==> src/rtl/calc_alu_seq.sv <==
// calc_alu_seq: calculator ALU with digit entry, pending-operation apply and a sticky error state.
// Define CALC_MUL_EN to build the W-cycle shift-add multiplier; without it operation 11 raises an error.
module calc_alu_seq #(
  parameter int W = 16
) (
  input  logic         clk,
  input  logic         rst,
  input  logic         clear_ALU,
  input  logic         cmd_valid,
  input  logic [3:0]   digit,
  input  logic [1:0]   operation,
  output logic [W-1:0] value,
  output logic         show_aux,
  output logic         full_AUX,
  output logic         full_ACC,
  output logic         busy,
  output logic         done
);
  typedef enum logic [2:0] {IDLE, EXEC, MUL_STEP, MUL_WB, ERROR} state_t;

  localparam logic [1:0]   OP_NONE    = 2'b00;
  localparam logic [1:0]   OP_ADD     = 2'b01;
  localparam logic [1:0]   OP_SUB     = 2'b10;
  localparam logic [1:0]   OP_MUL     = 2'b11;
  localparam logic [3:0]   NO_DIGIT   = 4'b1101;
  localparam logic [63:0]  AUX_LIM_64 = ((64'd1 << W) - 64'd10) / 64'd10;
  localparam logic [W-1:0] AUX_LIM    = AUX_LIM_64[W-1:0];

  state_t       state, state_nx;
  logic [W-1:0] acc, aux;
  logic [1:0]   pend_op, new_op;
  logic         is_digit, is_op;
  logic [W:0]   sum;
  logic [W-1:0] exec_val;
  logic         exec_err;
  logic         last_step;
  logic         mul_err;

  assign full_AUX = aux > AUX_LIM;
  assign value    = show_aux ? aux : acc;
  assign busy     = state != IDLE;
  assign is_digit = cmd_valid && (state == IDLE) && (digit <= 4'd9) && (operation == OP_NONE);
  assign is_op    = cmd_valid && (state == IDLE) && (digit == NO_DIGIT) && (operation != OP_NONE);
  assign sum      = {1'b0, acc} + {1'b0, aux};

  always_comb begin
    exec_val = aux;
    exec_err = 1'b0;
    case (pend_op)
      OP_ADD: begin
        exec_val = sum[W-1:0];
        exec_err = sum[W];
      end
      OP_SUB: begin
        exec_val = acc - aux;
        exec_err = aux > acc;
      end
      OP_MUL:  exec_err = 1'b1;
      default: exec_val = aux;
    endcase
`ifndef CALC_MUL_EN
    // Without the multiplier, requesting a multiply is itself the error.
    if (new_op == OP_MUL) exec_err = 1'b1;
`endif
  end

`ifdef CALC_MUL_EN
  logic [2*W-1:0] prod, mcand;
  logic [W-1:0]   mplier;
  logic [5:0]     step_cnt;

  assign last_step = step_cnt == 6'(W - 1);
  assign mul_err   = |prod[2*W-1:W];

  // Operands are captured on the accepting edge; acc/aux cannot change while busy.
  always_ff @(posedge clk) begin
    if (rst || clear_ALU) begin
      prod     <= '0;
      mcand    <= '0;
      mplier   <= '0;
      step_cnt <= '0;
    end else if (is_op) begin
      prod     <= '0;
      mcand    <= {{W{1'b0}}, acc};
      mplier   <= aux;
      step_cnt <= '0;
    end else if (state == MUL_STEP) begin
      if (mplier[0]) prod <= prod + mcand;
      mcand    <= mcand << 1;
      mplier   <= mplier >> 1;
      step_cnt <= step_cnt + 6'd1;
    end
  end
`else
  assign last_step = 1'b0;
  assign mul_err   = 1'b0;
`endif

  always_comb begin
    state_nx = state;
    case (state)
      IDLE: begin
        if (is_op) begin
`ifdef CALC_MUL_EN
          state_nx = (pend_op == OP_MUL) ? MUL_STEP : EXEC;
`else
          state_nx = EXEC;
`endif
        end
      end
      EXEC:     state_nx = exec_err ? ERROR : IDLE;
      MUL_STEP: if (last_step) state_nx = MUL_WB;
      MUL_WB:   state_nx = mul_err ? ERROR : IDLE;
      ERROR:    state_nx = ERROR;
      default:  state_nx = IDLE;
    endcase
  end

  always_ff @(posedge clk) begin
    if (rst || clear_ALU) state <= IDLE;
    else                  state <= state_nx;
  end

  always_ff @(posedge clk) begin
    if (rst || clear_ALU) begin
      acc      <= '0;
      aux      <= '0;
      pend_op  <= OP_NONE;
      new_op   <= OP_NONE;
      show_aux <= 1'b0;
      full_ACC <= 1'b0;
      done     <= 1'b0;
    end else begin
      done <= 1'b0;
      case (state)
        IDLE: begin
          if (is_digit && !full_AUX) begin
            aux      <= aux * W'(10) + W'(digit);
            show_aux <= 1'b1;
            done     <= 1'b1;
          end
          if (is_op) new_op <= operation;
        end
        EXEC: begin
          done     <= 1'b1;
          show_aux <= 1'b0;
          if (exec_err) begin
            full_ACC <= 1'b1;
          end else begin
            acc     <= exec_val;
            pend_op <= new_op;
            aux     <= '0;
          end
        end
`ifdef CALC_MUL_EN
        MUL_WB: begin
          done     <= 1'b1;
          show_aux <= 1'b0;
          if (mul_err) begin
            full_ACC <= 1'b1;
          end else begin
            acc     <= prod[W-1:0];
            pend_op <= new_op;
            aux     <= '0;
          end
        end
`endif
        default: done <= 1'b0;
      endcase
    end
  end
endmodule
==> config.mk <==
export PLATFORM = sky130hd
export DESIGN_NAME = calc_alu_seq
export DESIGN_NICKNAME = d
export VERILOG_FILES = /design/src/rtl/calc_alu_seq.sv
export SDC_FILE = /design/constraint.sdc
export NUM_CORES = 1
export LEC_CHECK = 0
export BUFFER_PORTS_ARGS = -buffer_cell sky130_fd_sc_hd__buf_2
export CAP_MARGIN = 0
export CORE_MARGIN = 1.5
export CORE_UTILIZATION = 47
export CTS_CLUSTER_SIZE = 24
export DETAILED_ROUTE_END_ITERATION = 12
export GPL_TIMING_DRIVEN = 0
export PLACE_DENSITY = 0.65
export SLEW_MARGIN = 10
export SYNTH_ARGS = -nofsm -noshare
export SYNTH_HDL_FRONTEND = slang
export SYNTH_SLANG_ARGS = --single-unit
export TNS_END_PERCENT = 10
==> constraint.sdc <==
create_clock -name clk -period 3.9 [get_ports clk]
set_clock_uncertainty 0.05 [all_clocks]
set_input_delay 0.585 -clock clk [delete_from_list [all_inputs] [get_ports clk]]
set_output_delay 0.585 -clock clk [all_outputs]
set_load 0.01 [all_outputs]
---- After elaboration in Yosys (flattened, before gate mapping) ----
Cells that the tools add are included.
storage, ports and cells
  output and inout port bits .............. 21
  word-level logic and storage cells ...... 61
  input bits .............................. 10
  bits in registers ....................... 42
cells by class
  reduce and logical (&&, ||, !) cells .... 19
  bitwise operators ....................... 2
  mux-type cells .......................... 14
  $lt $le $gt $ge ......................... 3
  equal/unequal tests ..................... 11
  $add $sub $neg .......................... 3
  $mul .................................... 1
operators by type and width
  kind                                                                    number
  16-bit one-hot mux with 2 select lines                                  2
  16-bit 2-to-1 mux                                                       3
  16-bit by 16-bit adder with 17-bit output                               1
  16-bit by 4-bit adder with 16-bit output                                1
  16-bit by 13-bit > comparator with 1-bit output, second input constant  1
  16-bit > comparator                                                     1
  16-bit by 3-bit multiplier with 15-bit output, second input constant    1
  16-bit subtractor                                                       1
  3-bit one-hot mux with 4 select lines                                   1
  2-bit AND reduction                                                     5
  2-bit == test, second input constant                                    3
  1-bit logical AND                                                       6
  3-bit 2-to-1 mux                                                        2
  4-bit == test, second input constant                                    1
  4-bit less-or-equal comparator, second input constant                   1
  2-bit != test, second input constant                                    2
  1-bit one-hot mux with 2 select lines                                   2
  2-bit nonzero test                                                      2
  3-bit by 1-bit == test with 1-bit output, second input constant         1
  3-bit by 2-bit == test with 1-bit output, second input constant         1
  3-bit == test, second input constant                                    1
  3-bit zero test                                                         1
  1-bit 2-to-1 mux                                                        3
  1-bit one-hot mux with 3 select lines                                   1
  8 further kinds                                                         9

---- Depth between registers and ports, before layout ----
Gate-level depths: netlist (run 1).
  word-level depth ........................ 7
  mapped depth ............................ 14
  depth with buffers taken out ............ 12

---- Worst setup path before layout (run 1) ----
No wires, ideal clock.
  path kind ............................... register to register
  start point ............................. register aux[1]
  end point ............................... register aux[15]
  clock period less this slack ............ 3290 ps
  data required time ...................... 3785 ps
  setup time .............................. 65 ps
  cell stages (with the launch flop) ...... 12
  arrival time ............................ 3175 ps
  path buffers ............................ 0
  setup slack ............................. 610 ps
  path through ............................ dfxtp_1 > ha_1 > ha_1 > fa_1 > xor2_2 > or4b_1 > a211oi_2 > nand4_2 > nor4_2 > xnor3_1 > o22a_1 > nor2_1
between the ends
  word-level cells in the longest chain between the ends .. 5
  elaborated cells between the ends (all ways) .. 14
  classes of those cells .................. add/sub (2); mul (1); order compare (2); eq/ne (2); mux (4); reduce/logical (3)
ends and longest elaborated chain
  item                                                                                                   RTL line  text
  start: declaration                                                                                     30        logic [W-1:0] acc, aux;
  start signal: assignment                                                                               138       aux <= aux * W'(10) + W'(digit);
  parallel branches: the longest is 5 deep, another holds 16-bit by 3-bit multiplier with 15-bit output  --
Several ways; the timed one is not identified. The select of a mux whose other input is x is not followed.
A chain may end at the register's enable or synchronous reset.

---- Worst setup path after layout (run 1) ----
Ends and elaborated chain as after synthesis.

==> impl_metrics.tcl, run 1 <==
set metrics [dict create \
    slew_headroom_pct 45.45 \
    worst_pin_slew_ns 0.8107 \
    fin_nets 726 \
    async_reset_ff_share_pct 0 \
    synth-seq-cells 41 \
    antennaDiodeCount 0 \
    dieArea_um2 10640 \
    grt_pass1_vias 4596 \
    grt_use_total_pct 27.86 \
    critPathMaxFanout 8 \
    cp.required_ns 4.09 \
    rsz0062_at_grt "no" \
    gp_congestion 0.9774 \
    min_period_ns 3.581 \
    synth_common_cells "ha_1, nor2_1, a21oi_1" \
    synth_area_um2 4715 \
    hold_viol 0 \
    grt_max_degree 13 \
    post-route-period-util_pct 91.81 \
    area_growth_pct 8.838 \
    fp.dieH_um 103.2 \
    cpPeakStageDelay_ns 0.49 \
    initial_core_util_pct 48.46 \
    drive_gt1_share_pct 12.44 \
    hp-start "full_ACC" \
    crit_top_cell "ha_1" \
    cts_buffers 5 \
    portBuffers 30 \
    worst_skew_pair.late_latency_ns 0.30 \
    hold_buffers 0 \
    layout.area.seq_um2 823.3 \
    status "finished clean" \
    endpoint_kind "register" \
    ir_worst_vdd_mv 0.1217 \
    route.detailed.drc 0 \
    root_buffer "clkbuf_8" \
    fin_tns_setup_ns 0 \
    ys.flop_type "dfxtp_1" \
    vias_per_cell 6.083 \
    syn_area_per_cell_um2 7.691 \
    grt_pass1_wl_mm 23.11 \
    yosys_warnings 0 \
    die_w_um 103.2 \
    drtIter0Drc 235 \
    critPathSlowestCell "or4b_1" \
    arrival_ns 3.77 \
    reg2reg_from "aux[1]" \
    cts.sinks 41 \
    syn_nets 689 \
    maxSlewViolCount 0 \
    drt-pass1-iter-count 7 \
    tritoncts "built" \
    criticalPathCategory "reg -> reg" \
    yosysTopAreaCell "dfxtp_1" \
    detail_route.wl_per_cell_um 18.05 \
    synth_area_leaders "dfxtp_1, ha_1, a21oi_1, xnor2_1, nor2_1" \
    max_freq_ghz 0.2793 \
    powerDensity_nw_per_um2 147.8 \
    cp-start-kind "register" \
    synth_edf_count 0 \
    vias 4769 \
    setup_violations 0 \
    p_total_uw 758.5 \
    cap_violations 0 \
    leakage_nw 2.118 \
    dp.final_hpwl_mm 11.25 \
    ys_seq_area_share_pct 17.41 \
    coreArea_um2 9729 \
    routed_wl_mm 14.15 \
    path_cells "ha_1 > ha_1 > fa_1 > xor2_2 > or4b_1 > a211oi_2 > nand4_2 > nor4_2 > xnor3_1 > o22a_1 > nor2_1" \
    synth_top_area_share_pct 17.41 \
    synth.distinct_cells 66 \
    synth_cells 613 \
    grt_overflow 0 \
    ant_nets 0 \
    startpoint "aux[1]" \
    clockBufferDepth 2 \
    antenna_found_initial 0 \
    hold_path_class "reg -> reg" \
    path_clk_slew_ns 0.09 \
    num-fill-cells 1007 \
    pin_count 31 \
    multi_input_area_um2 3613 \
    ctsHtreeMaxLevel 2 \
    fp-row-count 36 \
]
==> sequential cells by signal (all words and copies together) (netlist names) <==
signal / cells
pend_op: 2
done: 1
acc: 16
new_op: 2
show_aux: 1
state: 2
full_ACC: 1
aux: 16
==> final cells by class <==
class | instances | share of cell area [%]
timing repair buffer | 30 | 2.926
inverter | 44 | 3.219
multi-input combinational | 497 | 70.42
buffer | 31 | 2.512
tap | 133 | 3.243
clock inverter | 1 | 0.1463
clock buffer | 7 | 1.487
sequential | 41 | 16.04
==> cells in the final DEF (no fill, tap or decap), types with 5 or more instances in the layout <==
cell,count
ha_1,62
a221oi_1,9
nand3_1,23
nand2b_1,8
xor2_1,6
a211oi_1,9
nor2b_1,12
nor2_1,62
a21oi_1,55
buf_2,37
inv_1,42
nor4_1,8
o211ai_1,6
o21ai_0,27
o22ai_1,7
xnor2_1,27
dfxtp_1,39
o221ai_1,8
o31ai_1,7
nor3_1,16
clkbuf_8,5
mux2_2,15
clkbuf_1,23
mux2i_1,11
a31oi_1,8
nand2_1,32
a21o_1,7
==> per-layer routing <==
layer / vias to the layer above / track usage, % / wire length [um]
met5: - / 0 / 0
met4: 0 / 8.316 / 301
met3: 18 / 2.847 / 715
met2: 134 / 48.43 / 6747
met1: 2301 / 36.45 / 6388
li1: 2316 / - / -
==> critical path: cells and delay by family, from the launching register on <==
kind / cells / cell delay, ns
AO/OA/AOI/OAI: 2 / 0.48
flip-flops: 1 / 0.46
XOR/XNOR: 2 / 0.52
adder cells (fa/ha/maj): 3 / 0.96
AND/OR/NAND/NOR: 4 / 1.05
==> cells by family (layout without fill, tap and decap cells) <==
family,count (synthesis),after routing,share of synthesized area (%)
and+or+nand+nor,194,194,20.51
AOI/OAI and AO/OA,176,176,24.81
buffers and inverters,75,113,6.237
adders and majority gates,66,66,18.15
DFF,41,41,17.41
xor gates and xnor gates,35,35,6.953
muxes,26,26,5.918
==> through the flow <==
step / std cells / instance area [um2] / hold slack (ns) / setup slack, ns / util [%]
finish: 784 / 5131 / 0.4044 / 0.3194 / 52.74
global route: 784 / 5131 / 0.4271 / 0.09605 / 52.74
CTS: 784 / 5115 / 0.4132 / 0.1468 / 52.57
detailed placement: 776 / 5031 / 0.4003 / 0.1588 / 51.71
global placement: 776 / 5031 / 0.3871 / 0.2115 / 51.71
floorplan: 613 / 4715 / 0.4096 / 0.6098 / -
==> path summary, 6_finish.rpt <==
kind	slack, ns	to	cells past startpoint
worst min-delay path	0.40	full_ACC	2
worst min register to register	0.40	full_ACC	2
worst max-delay path	0.32	aux[15]	11
worst max register to register	0.32	aux[15]	11
==> what timing repair did <==
| action | in CTS | in global routing |
|---|---|---|
| buffers inserted | 0 | 0 |
| gates resized for setup | 0 | 4 |
| endpoints found under the setup margin | 0 | 7 |
==> where the power goes <==
part           internal (mW)  switching (mW)  total, mW
registers              0.419         0.00178      0.421
logic                 0.0210          0.0353     0.0563
clock network          0.127           0.154      0.281
(Power assumes the default switching activity.)
==> inputs of run 2 (changes only) <==
BUFFER_PORTS_ARGS = -buffer_cell sky130_fd_sc_hd__buf_4   (was -buffer_cell sky130_fd_sc_hd__buf_2)
==> run 2 against run 1 <==
Clock power increased by 47%. Setup slack lost 0.061 ns. Worst hold slack got worse by 0.00050 ns. Register-to-register slack got worse by 0.06 ns. Count of clock-buffer cells in the layout shrank 2. Final area is 2.3% higher. Flip-flop and latch count did not move. Wire length increased by 0.13%. Critical endpoint is now aux[2]. Sequential share of layout area is 0.36 points lower. Power up 18%. Combinational power increased by 5.3%. Global-route usage shrank 0.18 points.
==> impl_metrics.tcl, run 2 (synthesis results as in run 1) <==
set metrics [dict create \
    status "finished clean" \
    fp-row-count 36 \
    initial_core_util_pct 48.46 \
    antennaDiodeCount 0 \
    fp.dieH_um 103.2 \
    fin_nets 726 \
    fin_cells 784 \
    clockBufferDepth 2 \
    max_freq_ghz 0.2746 \
    grt_pass1_wl_mm 22.79 \
    ant_nets 0 \
    worst_pin_slew_ns 0.7727 \
    cts_buffers 5 \
    multi_input_area_um2 3607 \
    vias 4725 \
    slew_headroom_pct 48.01 \
    gp_congestion 0.9538 \
    portBuffers 30 \
    detail_route.wl_per_cell_um 18.08 \
    top_regs "acc: 16 flops, aux: 16 flops" \
    vias_per_cell 6.027 \
    cap_violations 0 \
    endpoint_kind "register" \
    grt_max_degree 14 \
    ctsHtreeMaxLevel 2 \
    hold_viol 0 \
    powerDensity_nw_per_um2 170.1 \
    worstRegToRegCells 12 \
    drt-pass1-iter-count 5 \
    placed_cells 776 \
    antenna_found_initial 0 \
    cp-start-kind "register" \
    tritoncts "built" \
    grt_pass1_vias 4516 \
    route.detailed.drc 0 \
    coreArea_um2 9729 \
    ir_worst_vdd_mv 0.1377 \
    cts.sinks 41 \
    path_clk_slew_ns 0.09 \
    drive_gt1_share_pct 12.60 \
    routed_wl_mm 14.17 \
    maxSlewViolCount 0 \
    root_buffer "clkbuf_8" \
    arrival_ns 3.82 \
    cp.required_ns 4.08 \
    die_w_um 103.2 \
    cts_resized 0 \
    num-fill-cells 986 \
    critPathMaxFanout 10 \
    startpoint "aux[0]" \
    grt_overflow 0 \
    cts_setup_buffers 0 \
    rsz0062_at_grt "no" \
    min_period_ns 3.641 \
    post-route-period-util_pct 93.37 \
    hold_path_class "reg -> reg" \
    leakage_nw 2.153 \
    hold_buffers 0 \
    pin_count 31 \
    r2r_end "aux[2]" \
    drtIter0Drc 249 \
    dp.final_hpwl_mm 11.19 \
    fin_tns_setup_ns 0 \
    setup_violations 0 \
    worst_skew_pair.late_latency_ns 0.29 \
    area_growth_pct 11.36 \
    cp-endpoint "aux[2]" \
    dieArea_um2 10640 \
    reg2reg_from "aux[0]" \
    most-common-layout-cells "nor2_1, ha_1, a21oi_1" \
    grt_use_total_pct 27.68 \
    criticalPathCategory "reg -> reg" \
    whs_path_depth 2 \
    r2r_setup_slack_ns 0.26 \
    layout.area.seq_um2 823.3 \
    hp-start "full_ACC" \
]
-- run 2: cell types whose count changed in the layout (fill, tap and decap cells not counted), sizes merged --
| cell | previous run | this run |
|---|---|---|
| bufinv | 0 | 2 |
| clkbuf | 28 | 26 |
| clkinv | 2 | 3 |
| clkinvlp | 1 | 0 |
-- run 2: how the worst min path moves through the flow --
stage and endpoint:
4_1_cts full_ACC, 2_1_floorplan done, 6_report full_ACC, 5_1_grt full_ACC, 3_5_place_dp full_ACC, 3_3_place_gp full_ACC
-- run 2: stage by stage --
| step | total power [mW] | util (%) | instance area [um2] | worst slack, ns | hold slack, ns |
|---|---|---|---|---|---|
| after detailed placement | 0.4890 | 52.48 | 5106 | 0.1530 | 0.3920 |
| after floorplan | 0.4664 | - | 4715 | 0.6098 | 0.4096 |
| final | 0.8928 | 53.96 | 5250 | 0.2586 | 0.4039 |
| after global placement | 0.4884 | 52.48 | 5106 | 0.2085 | 0.3930 |
| after global routing | 0.9170 | 53.96 | 5250 | 0.01578 | 0.4261 |
| after CTS | 0.8913 | 53.86 | 5240 | 0.1353 | 0.4041 |
-- run 2: area by class of cell --
type                       count  share of cell area [%]
multi-input combinational    497                   68.71
sequential                    41                   15.68
timing repair buffer          30                   4.290
tap                          133                   3.170
inverter                      44                   3.146
buffer                        31                   2.455
clock buffer                   5                   1.311
clock inverter                 3                   1.239
-- run 2: per-layer routing --
metal	GRT usage [%]	up-vias	wire, um
li1	-	2317	-
met2	47.17	142	6681
met5	0	-	0
met3	2.712	16	765
met1	37.08	2250	6447
met4	8.212	0	276
-- run 2: where the power goes --
part | switching (mW) | internal, mW
registers | 0.00172 | 0.419
clock network | 0.158 | 0.255
logic | 0.0357 | 0.0236
total | 0.195 | 0.697
-- run 2: worst max-delay path, stage by stage, from the launching register on --
cell       delay, ns
dfxtp_1         0.51
ha_1            0.25
inv_1           0.06
fa_1            0.42
a21oi_1         0.23
o2111ai_1       0.20
a221oi_1        0.53
o22ai_1         0.13
a31o_2          0.27
and3_1          0.21
buf_4           0.18
or3_1           0.37
a21oi_1         0.14
==> inputs of run 3 (changes only) <==
ABC_AREA = 1   (was not set)
CORE_UTILIZATION = 25   (was 47)
PLACE_DENSITY = 0.41   (was 0.65)
==> run 3 against run 2 <==
Synthesized area increased by 9.8%. Largest power group is now clock. Highest routed layer unchanged. Worst hold slack worse by 0.0019 ns. Synthesized cell count up 47%. Setup slack improved by 0.31 ns. Fmax is 9.2% higher. Die area increased by 100%. Critical path depth is 1 higher.
==> impl_metrics.tcl, run 3 <==
set metrics [dict create \
    status "finished clean" \
    cts_buffers 5 \
    drtIter0Drc 277 \
    drt-pass1-iter-count 4 \
    cts_resized 0 \
    route.detailed.drc 0 \
    async_reset_ff_share_pct 0 \
    syn_nets 975 \
    cap_violations 0 \
    reg2reg_from "aux[1]" \
    leakage_nw 3.049 \
    maxSlewViolCount 0 \
    min_period_ns 3.336 \
    path_cells "ha_1 > ha_1 > fa_1 > nand2_1 > nor2_1 > nand2_1 > a21oi_1 > nand3_1 > nor2_1 > nand4_1 > o21ai_0 > nand2_1 > a21oi_1" \
    final_common_cell "nand2_1" \
    yosys_warnings 0 \
    tritoncts "built" \
    top_regs "acc: 16 flops, aux: 16 flops" \
    cts.sinks 41 \
    coreArea_um2 20300 \
    clockBufferDepth 2 \
    synth-seq-cells 41 \
    drive_gt1_share_pct 7.684 \
    hold_path_class "reg -> reg" \
    hold_viol 0 \
    initial_core_util_pct 25.51 \
    yosysMostFrequentCell "nand2_1" \
    grtUsageMet2_pct 29.91 \
    critPathMaxFanout 10 \
    routed_wl_mm 17.60 \
    max_freq_ghz 0.2998 \
    worst_skew_pair.late_latency_ns 0.30 \
    synth_common_cells "nand2_1, inv_1, nor2_1" \
    worst_pin_slew_ns 0.8382 \
    portBuffers 30 \
    ys_seq_area_share_pct 15.85 \
    grt_pass1_vias 5369 \
    cpPeakStageDelay_ns 0.64 \
    powerDensity_nw_per_um2 171.6 \
    grt_overflow 0 \
    setup_violations 0 \
    synth_edf_count 0 \
    grt_pass1_wl_mm 28.43 \
    area_growth_pct 13.77 \
    fin_util_pct 29.02 \
    met1_usage_pct 22.02 \
    worst_hold_path.endpoint "full_ACC" \
    grtUsageMet3_pct 0.9317 \
    crit_top_cell "nand2_1" \
    antennaDiodeCount 0 \
    root_buffer "clkbuf_16" \
    r2r_end "aux[14]" \
    worstRegToRegCells 13 \
    path_clk_slew_ns 0.07 \
    syn_area_per_cell_um2 5.761 \
    fp-row-count 52 \
    gp_congestion 0.8241 \
    grt_use_total_pct 16.63 \
    multi_input_area_um2 3724 \
    slew_headroom_pct 43.92 \
    dpl_cell_area_um2 5742 \
    die_w_um 146.9 \
    rsz0062_at_grt "no" \
    synth.distinct_cells 40 \
    grt_max_degree 16 \
    criticalPathCategory "reg -> reg" \
    endpoint_kind "register" \
    hold_buffers 0 \
    num-fill-cells 2375 \
    fin_tns_setup_ns 0 \
    synth_area_leaders "nand2_1, dfxtp_1, ha_1, inv_1, nand3_1" \
    post-route-period-util_pct 85.54 \
    synth_cells 899 \
    vias_per_cell 4.571 \
    antenna_found_initial 0 \
    most-common-layout-cells "nand2_1, inv_1, nor2_1" \
    cts_setup_buffers 0 \
    detail_route.wl_per_cell_um 14.58 \
    vias 5517 \
    layout.area.seq_um2 820.8 \
    fin_area_um2 5892 \
    cp.required_ns 4.08 \
    top_usage_layer "met2" \
    ctsHtreeMaxLevel 2 \
    synth_area_um2 5179 \
    ir_worst_vdd_mv 0.1555 \
    dieArea_um2 21590 \
    ant_nets 0 \
    critPathSlowestCell "dfxtp_1" \
    pin_count 31 \
    r2r_setup_slack_ns 0.56 \
    dp.final_hpwl_mm 14.61 \
    yosysTopAreaCell "nand2_1" \
    fin_nets 1012 \
    whs_path_depth 2 \
    ys.flop_type "dfxtp_1" \
    synth_top_area_share_pct 19.42 \
    arrival_ns 3.51 \
    fp.dieH_um 146.9 \
    cp-start-kind "register" \
    hp-start "full_ACC" \
]
-- run 3: cells by family (layout without fill, tap and decap cells) --
| kind of cell | after synthesis | in the layout | synth area share, % |
|---|---|---|---|
| flops | 41 | 41 | 15.85 |
| fa+ha+maj | 66 | 66 | 16.53 |
| buf+inv | 157 | 195 | 12.25 |
| simple gates | 481 | 481 | 39.07 |
| compound gates | 151 | 151 | 15.80 |
| xor+xnor | 3 | 3 | 0.5075 |
-- run 3: worst max path at each step --
stage / cells past startpoint / start / to / slack, ns
after CTS: 13 / aux[1] / aux[14] / 0.54
after detailed placement: 13 / aux[1] / aux[14] / 0.57
final: 13 / aux[1] / aux[14] / 0.56
after global routing: 15 / aux[1] / aux[12] / 0.19
after global placement: 13 / aux[1] / aux[14] / 0.54
after floorplan: 13 / aux[1] / aux[14] / 1.16
-- run 3: per-stage QoR --
step,instances,hold slack [ns],power [mW],worst slack (ns)
2_1_floorplan,899,0.4071,0.5355,1.164
3_3_place_gp,1199,0.3968,0.5809,0.5427
3_5_place_dp,1199,0.3949,0.5809,0.5659
4_1_cts,1207,0.4059,1.019,0.5411
5_1_grt,1207,0.4291,1.059,0.1892
6_report,1207,0.4020,1.011,0.5640
-- run 3: layout make-up --
type | instances | area share (%)
multi-input combinational | 701 | 63.20
sequential | 41 | 13.93
inverter | 130 | 8.324
tap | 270 | 5.734
timing repair buffer | 30 | 3.822
buffer | 27 | 2.442
clock buffer | 5 | 2.124
clock inverter | 3 | 0.4247
-- run 3: per-layer routing --
layer	vias to the layer above	share of wire, %
li1	2971	-
met1	2496	48
met2	42	49
met3	8	1.6
met4	0	1.0
met5	-	0
-- run 3: critical path: cells and delay by family, from the launching register on --
kind,cells,cell delay [ns]
AND/OR/NAND/NOR,7,0.83
adder cells (fa/ha/maj),3,1.15
flip-flops,1,0.64
AO/OA/AOI/OAI,3,0.58
-- run 3: where the power goes --
| group | total (mW) | switching, mW | internal, mW |
|---|---|---|---|
| Clock | 0.441 | 0.200 | 0.241 |
| Sequential | 0.429 | 0.00745 | 0.422 |
| Combinational | 0.141 | 0.0919 | 0.0486 |
